`src/rtl/bcd_seg_pkg.sv`:
```
// Shared constants for the seven-segment digit decoder.
// Patterns are active-low in abcdefg order: bit 6 = a ... bit 0 = g.
package bcd_seg_pkg;

  // Segment bit positions inside a pattern word.
  localparam int unsigned SEG_IDX_A = 6;
  localparam int unsigned SEG_IDX_B = 5;
  localparam int unsigned SEG_IDX_C = 4;
  localparam int unsigned SEG_IDX_D = 3;
  localparam int unsigned SEG_IDX_E = 2;
  localparam int unsigned SEG_IDX_F = 1;
  localparam int unsigned SEG_IDX_G = 0;

  // Decimal glyphs.
  localparam logic [6:0] SEG_0 = 7'b0000001;
  localparam logic [6:0] SEG_1 = 7'b1001111;
  localparam logic [6:0] SEG_2 = 7'b0010010;
  localparam logic [6:0] SEG_3 = 7'b0000110;
  localparam logic [6:0] SEG_4 = 7'b1001100;
  localparam logic [6:0] SEG_5 = 7'b0100100;
  localparam logic [6:0] SEG_6 = 7'b0100000;
  localparam logic [6:0] SEG_7 = 7'b0001111;
  localparam logic [6:0] SEG_8 = 7'b0000000;
  localparam logic [6:0] SEG_9 = 7'b0000100;

  // Hex glyphs (A, b, C, d, E, F).
  localparam logic [6:0] SEG_A = 7'b0001000;
  localparam logic [6:0] SEG_B = 7'b1100000;
  localparam logic [6:0] SEG_C = 7'b0110001;
  localparam logic [6:0] SEG_D = 7'b1000010;
  localparam logic [6:0] SEG_E = 7'b0110000;
  localparam logic [6:0] SEG_F = 7'b0111000;

  // Whole-display patterns.
  localparam logic [6:0] SEG_BLANK = 7'b1111111;
  localparam logic [6:0] SEG_ALL   = 7'b0000000;

endpackage

```
`src/rtl/bcd_seg_decode.sv`:
```
// Combinational BCD to active-low segment pattern decoder.
// Define BCD_SEG_HEX_EN to display codes 10-15 as hex glyphs A-F;
// otherwise those codes blank the digit and raise invalid_o.
module bcd_seg_decode
  import bcd_seg_pkg::*;
(
  input  logic [3:0] bcd_i,
  output logic [6:0] pattern_o,
  output logic       invalid_o
);

  // Map every 4-bit code to a defined pattern; the default covers anything left.
  always_comb begin
    pattern_o = SEG_BLANK;
    invalid_o = 1'b0;
    case (bcd_i)
      4'd0: pattern_o = SEG_0;
      4'd1: pattern_o = SEG_1;
      4'd2: pattern_o = SEG_2;
      4'd3: pattern_o = SEG_3;
      4'd4: pattern_o = SEG_4;
      4'd5: pattern_o = SEG_5;
      4'd6: pattern_o = SEG_6;
      4'd7: pattern_o = SEG_7;
      4'd8: pattern_o = SEG_8;
      4'd9: pattern_o = SEG_9;
`ifdef BCD_SEG_HEX_EN
      4'd10: pattern_o = SEG_A;
      4'd11: pattern_o = SEG_B;
      4'd12: pattern_o = SEG_C;
      4'd13: pattern_o = SEG_D;
      4'd14: pattern_o = SEG_E;
      4'd15: pattern_o = SEG_F;
      default: begin
        pattern_o = SEG_BLANK;
        invalid_o = 1'b1;
      end
`else
      default: begin
        pattern_o = SEG_BLANK;
        invalid_o = 1'b1;
      end
`endif
    endcase
  end

endmodule

```
`src/rtl/bcd_to_seg.sv`:
```
// Registered one-digit BCD to seven-segment driver for a common-anode display.
// lamp_test beats blank, which beats the decoded digit; all act only on load.
// Optional hex glyphs for codes 10-15 are enabled with BCD_SEG_HEX_EN.
module bcd_to_seg
  import bcd_seg_pkg::*;
(
  input  logic       clk,
  input  logic       rst,
  input  logic       en,
  input  logic       blank,
  input  logic       lamp_test,
  input  logic [3:0] BCD,
  output logic [6:0] Seg,
  output logic       err
);

  logic [6:0] dec_pattern_s;
  logic       dec_invalid_s;
  logic [6:0] seg_d;
  logic       err_d;
  logic [6:0] seg_q;
  logic       err_q;

  bcd_seg_decode u_decode (
    .bcd_i     (BCD),
    .pattern_o (dec_pattern_s),
    .invalid_o (dec_invalid_s)
  );

  // Override priority: lamp test, then blanking, then the decoded digit.
  always_comb begin
    seg_d = SEG_BLANK;
    err_d = 1'b0;
    if (lamp_test) begin
      seg_d = SEG_ALL;
      err_d = 1'b0;
    end else if (blank) begin
      seg_d = SEG_BLANK;
      err_d = 1'b0;
    end else begin
      seg_d = dec_pattern_s;
      err_d = dec_invalid_s;
    end
  end

  // Output register: reset blanks the digit at once, en gates every load.
  always_ff @(posedge clk or posedge rst) begin
    if (rst) begin
      seg_q <= SEG_BLANK;
      err_q <= 1'b0;
    end else if (en) begin
      seg_q <= seg_d;
      err_q <= err_d;
    end else begin
      seg_q <= seg_q;
      err_q <= err_q;
    end
  end

  assign Seg = seg_q;
  assign err = err_q;

endmodule

```
`config.mk`:
```
export PLATFORM = sky130hd
export DESIGN_NAME = bcd_to_seg
export DESIGN_NICKNAME = d
export VERILOG_FILES = /design/src/rtl/bcd_seg_pkg.sv /design/src/rtl/bcd_seg_decode.sv /design/src/rtl/bcd_to_seg.sv
export SDC_FILE = /design/constraint.sdc
export NUM_CORES = 1
export LEC_CHECK = 0
export CORE_AREA = 10 10 47 49
export CTS_BUF_LIST = sky130_fd_sc_hd__clkbuf_8
export CTS_CLUSTER_DIAMETER = 80
export DETAILED_ROUTE_END_ITERATION = 6
export DIE_AREA = 0 0 57 59
export PLACE_DENSITY = 0.72
export RECOVER_POWER = 100
export SLEW_MARGIN = 10
export SYNTH_ARGS = -nofsm -noshare
export SYNTH_HDL_FRONTEND = slang
export SYNTH_SLANG_ARGS = --single-unit
```
`constraint.sdc`:
```
create_clock -name clk -period 1.4 [get_ports clk]
set_clock_uncertainty 0.2 [all_clocks]
set_input_delay 0.28 -clock clk [delete_from_list [all_inputs] [get_ports clk]]
set_output_delay 0.28 -clock clk [all_outputs]
set_load 0.01 [all_outputs]
```
==> run_summary.xml <==
<?xml version="1.0" encoding="UTF-8"?>
<metrics>
  <group name="floorplanning">
    <metric name="fp.dieH" unit="um">59</metric>
    <metric name="die-width" unit="um">57</metric>
    <metric name="placement_rows" unit="">14</metric>
    <metric name="design.die.area" unit="um2">3360</metric>
    <metric name="top_level_ports" unit="">17</metric>
    <metric name="core-area" unit="um2">1400</metric>
    <metric name="start_util" unit="">0.393</metric>
  </group>
  <group name="clock_tree">
    <metric name="cts-root-buf" unit="">sky130_fd_sc_hd__clkbuf_8</metric>
    <metric name="tritoncts_clock_tree" unit="">done</metric>
    <metric name="level_count_of_the_clock_h_tree" unit="">1</metric>
    <metric name="cts_inserted_buffers" unit="">3</metric>
    <metric name="worst_setup_hold_path_clk_slew" unit="ns">0.04</metric>
    <metric name="clock_sinks" unit="">8</metric>
    <metric name="cts_setup_buffers" unit="">0</metric>
    <metric name="max-clock-path-buffers" unit="">2</metric>
    <metric name="clk_latency" unit="ns">0.23</metric>
  </group>
  <group name="sta">
    <metric name="final.period_utilization" unit="">0.973</metric>
    <metric name="finalMaxSlewViolations" unit="">0</metric>
    <metric name="finalSetupTns" unit="ns">0</metric>
    <metric name="setup_violations" unit="">0</metric>
    <metric name="tightest_slew" unit="ns">0.415</metric>
    <metric name="finalWorstPathRequiredPeriod" unit="ns">1.36</metric>
    <metric name="min_hold_slack" unit="ns">0.221</metric>
    <metric name="hold_viol" unit="">0</metric>
    <metric name="finalWorstSetupSlack" unit="ns">0.0376</metric>
    <metric name="max_clock_freq" unit="MHz">734</metric>
    <metric name="worst_slew_margin_rel" unit="">0.723</metric>
  </group>
  <group name="global_routing">
    <metric name="grt_usage" unit="">0.0835</metric>
    <metric name="grt_first_pass_wirelength" unit="um">2210</metric>
    <metric name="grt_antenna_before_repair" unit="">0</metric>
    <metric name="leftover_overflow_at_the_end_of_global_routing" unit="">0</metric>
    <metric name="number_of_global_route_vias_before_repair" unit="">501</metric>
    <metric name="grt_max_degree" unit="">11</metric>
  </group>
  <group name="place">
    <metric name="gp_routability_congestion" unit="">0.876</metric>
    <metric name="count_of_buffers_inserted_at_the_top_level_ports" unit="">16</metric>
    <metric name="dp_slack" unit="ns">-0.393</metric>
    <metric name="post-dp-hpwl" unit="um">1050</metric>
    <metric name="placement.cell_area" unit="um2">785</metric>
  </group>
  <group name="synthesis">
    <metric name="synthesized_netlist_cell_count" unit="">59</metric>
    <metric name="synthesis.area" unit="um2">551</metric>
    <metric name="synth_cell_types" unit="">29</metric>
    <metric name="ys.warnings.count" unit="">0</metric>
    <metric name="synth_most_common_cell" unit="">sky130_fd_sc_hd__inv_1</metric>
    <metric name="synth_common_cells" unit="">sky130_fd_sc_hd__inv_1, sky130_fd_sc_hd__dfstp_2, sky130_fd_sc_hd__o21ai_0, sky130_fd_sc_hd__o22ai_1, sky130_fd_sc_hd__buf_6</metric>
    <metric name="synth_simple_gate_area_share" unit="">0.134</metric>
    <metric name="synth_sequential_area_ratio" unit="">0.380</metric>
    <metric name="synth_top_flop_cell" unit="">sky130_fd_sc_hd__dfstp_2</metric>
    <metric name="synth.mux.area_fraction" unit="">0.0205</metric>
    <metric name="synthArstFlopShare" unit="">1.00</metric>
    <metric name="synthesis.nets" unit="">68</metric>
    <metric name="yosys.area_share.adder" unit="">0</metric>
    <metric name="ys_ff_latch" unit="">8</metric>
    <metric name="main_combinational_cell_family_by_area_after_synthesis" unit="">compound AO/OA/AOI/OAI gates</metric>
    <metric name="synth_top_cells_by_area" unit="">sky130_fd_sc_hd__dfstp_2, sky130_fd_sc_hd__inv_1, sky130_fd_sc_hd__buf_6</metric>
    <metric name="synth_compound_gate_area_share" unit="">0.325</metric>
    <metric name="post_synthesis_xor_xnor_area_fraction" unit="">0</metric>
    <metric name="synthesis.area_per_instance" unit="um2">9.33</metric>
    <metric name="number_of_flops_mapped_to_enable_cells_by_yosys" unit="">0</metric>
    <metric name="synth_top_area_frac" unit="">0.334</metric>
    <metric name="cell_taking_the_most_area_after_synthesis" unit="">sky130_fd_sc_hd__dfstp_2</metric>
  </group>
  <group name="critical_path">
    <metric name="cp_num_cells" unit="">1</metric>
    <metric name="startpoint" unit="">Seg[2]</metric>
    <metric name="critPathSlowestCell" unit="">sky130_fd_sc_hd__dfstp_2</metric>
    <metric name="critical_path.max_fanout" unit="">2</metric>
    <metric name="critical_path.endpoint_type" unit="">output port</metric>
    <metric name="ordered_list_of_cells_on_the_worst_path" unit="">buf_2</metric>
    <metric name="buf_inv_stages_crit_path" unit="">1</metric>
    <metric name="critPathArrivalTime" unit="ns">0.88</metric>
    <metric name="slowest_delay" unit="ns">0.52</metric>
    <metric name="destination_of_the_critical_timing_path" unit="">Seg[2]</metric>
    <metric name="crit-reg2reg-capture" unit="">Seg[3]</metric>
    <metric name="timing.reg2reg.worst_path_depth" unit="">2</metric>
    <metric name="reg2reg_from" unit="">Seg[3]</metric>
    <metric name="criticalPathCategory" unit="">reg2out</metric>
    <metric name="worst_setup_path_start_kind" unit="">register</metric>
    <metric name="worst-r2r-setup-slack" unit="ns">0.36</metric>
    <metric name="cp.required" unit="ns">0.92</metric>
    <metric name="critical-path-top-delay-family" unit="">flip-flops</metric>
  </group>
  <group name="final_layout">
    <metric name="area_growth" unit="%">47.5</metric>
    <metric name="antennaDiodeCount" unit="">0</metric>
    <metric name="fillCellCount" unit="">130</metric>
    <metric name="layout.cell_area.non_filler" unit="um2">812</metric>
    <metric name="finish.net_count" unit="">97</metric>
    <metric name="drive_above_1_share" unit="">0.425</metric>
  </group>
  <group name="pwr">
    <metric name="share_clk_of_total_power" unit="">0.379</metric>
    <metric name="leakage" unit="uW">0.000397</metric>
    <metric name="max-vdd-ir-drop" unit="V">0.000666</metric>
    <metric name="netsw" unit="uW">203</metric>
    <metric name="total_power" unit="uW">759</metric>
    <metric name="pwr-share-seq" unit="">0.372</metric>
    <metric name="intPower" unit="uW">556</metric>
    <metric name="power.share.combinational" unit="">0.249</metric>
    <metric name="power_density" unit="nW/um2">934</metric>
    <metric name="sw_frac_of_total" unit="">0.267</metric>
  </group>
  <group name="routing">
    <metric name="drt_iter0_drcs" unit="">6</metric>
    <metric name="drt_pass1_iterations" unit="">4</metric>
    <metric name="dr_wl_met3" unit="um">118</metric>
    <metric name="detail_route.wl_per_cell" unit="um">13.3</metric>
    <metric name="drt-met1-wl" unit="um">574</metric>
    <metric name="detailroute.via_count" unit="">524</metric>
    <metric name="routed_via_density" unit="">5.09</metric>
    <metric name="highest_layer" unit="">met4</metric>
    <metric name="antenna_violating_nets_post_route" unit="">0</metric>
    <metric name="wirelength" unit="um">1370</metric>
    <metric name="post-route-drc-count" unit="">0</metric>
    <metric name="wl_met2" unit="um">652</metric>
  </group>
  <group name="run">
    <metric name="timing.max_cap.violations" unit="">0</metric>
  </group>
  <group name="outcome">
    <metric name="outcome" unit="">finished clean</metric>
  </group>
  <group name="hold_path">
    <metric name="hold_path.class" unit="">in2async</metric>
  </group>
</metrics>
-- power groups by stage --
stage          combinational [uW]  sequential (uW)  clock, uW
6_report                      189              282        288
5_1_grt                       209              285        313
4_1_cts                       189              283        299
3_5_place_dp                  212              286          0
3_3_place_gp                  211              285          0
2_1_floorplan                91.1              298          0
-- worst register-to-register path, delay by kind of cell, from the launching register on --
family / cells / cell delay [ns]
flip-flops: 1 / 0.52
AO/OA/AOI/OAI: 2 / 0.25
-- through the flow --
step                      utilization  std cells
after floorplan                     -         59
after global placement          0.560         99
after detailed placement        0.560         99
after CTS                       0.566        103
after global routing            0.579        103
final                           0.579        103
-- cells in the final DEF, fill, tap and decap left out --
cell type                         instances
sky130_fd_sc_hd__a211oi_1                 1
sky130_fd_sc_hd__a211oi_2                 1
sky130_fd_sc_hd__a21o_1                   2
sky130_fd_sc_hd__a21oi_1                  2
sky130_fd_sc_hd__a21oi_4                  1
sky130_fd_sc_hd__a221oi_2                 1
sky130_fd_sc_hd__a31oi_1                  2
sky130_fd_sc_hd__a41oi_2                  1
sky130_fd_sc_hd__and2_1                   1
sky130_fd_sc_hd__buf_2                    7
sky130_fd_sc_hd__buf_4                   11
sky130_fd_sc_hd__buf_6                    2
sky130_fd_sc_hd__clkbuf_8                 3
sky130_fd_sc_hd__clkdlybuf4s50_1          1
sky130_fd_sc_hd__dfrtp_1                  1
sky130_fd_sc_hd__dfstp_2                  7
sky130_fd_sc_hd__dlygate4sd2_1            4
sky130_fd_sc_hd__dlygate4sd3_1            1
sky130_fd_sc_hd__dlymetal6s2s_1           3
sky130_fd_sc_hd__inv_1                   10
sky130_fd_sc_hd__mux2_2                   1
sky130_fd_sc_hd__nand2_1                  2
sky130_fd_sc_hd__nand2b_1                 2
sky130_fd_sc_hd__nand4_1                  1
sky130_fd_sc_hd__nor2_1                   2
sky130_fd_sc_hd__nor2b_1                  1
sky130_fd_sc_hd__nor3_1                   1
sky130_fd_sc_hd__nor3_4                   1
sky130_fd_sc_hd__o21a_1                   1
sky130_fd_sc_hd__o21ai_0                  4
sky130_fd_sc_hd__o21ai_1                  1
sky130_fd_sc_hd__o21bai_1                 2
sky130_fd_sc_hd__o22ai_1                  4
sky130_fd_sc_hd__o32ai_1                  1
sky130_fd_sc_hd__or2_2                    1
-- cell families after synthesis --
kind of cell,count (synthesis)
multiplexers,1
AND/OR/NAND/NOR,12
flip-flops,8
buffers and inverters,14
AO/OA/AOI/OAI,24
-- per-layer routing --
layer,up-vias,GRT usage
met1,239,0.0857
met3,5,0.0579
met2,13,0.127
met5,-,0
li1,267,-
met4,0,0.0403
-- how the worst min path moves through the flow --
| stage | startpoint | end | slack (ns) | cells after the start |
|---|---|---|---|---|
| floorplan | rst | err | -0.11 | 1 |
| global placement | Seg[1] | Seg[1] | 0.27 | 2 |
| detailed placement | Seg[1] | Seg[1] | 0.27 | 2 |
| CTS | rst | err | 0.09 | 2 |
| global route | rst | err | 0.26 | 2 |
| finish | rst | err | 0.22 | 2 |
-- layout make-up --
type	instances	area, um2	share of cell area
Multi-Input combinational cell	37	272	0.334
Timing Repair Buffer	29	233	0.287
Sequential cell	8	209	0.257
Clock buffer	3	41.3	0.0508
Inverter	9	33.8	0.0416
Tap cell	16	20.0	0.0247
Clock inverter	1	3.75	0.00462
-- state kept, by name (all words and copies together) (netlist names) --
| name | flops |
|---|---|
| err | 1 |
| Seg | 7 |
-- repair_timing --
item | 4_1_cts | 5_1_grt
pin swaps | 3 | 2
gates cloned | 0 | 0
endpoints found under the setup margin | 16 | 6
gates resized for setup | 33 | 5
hold buffers | 0 | 0
(Power assumes the default switching activity.)
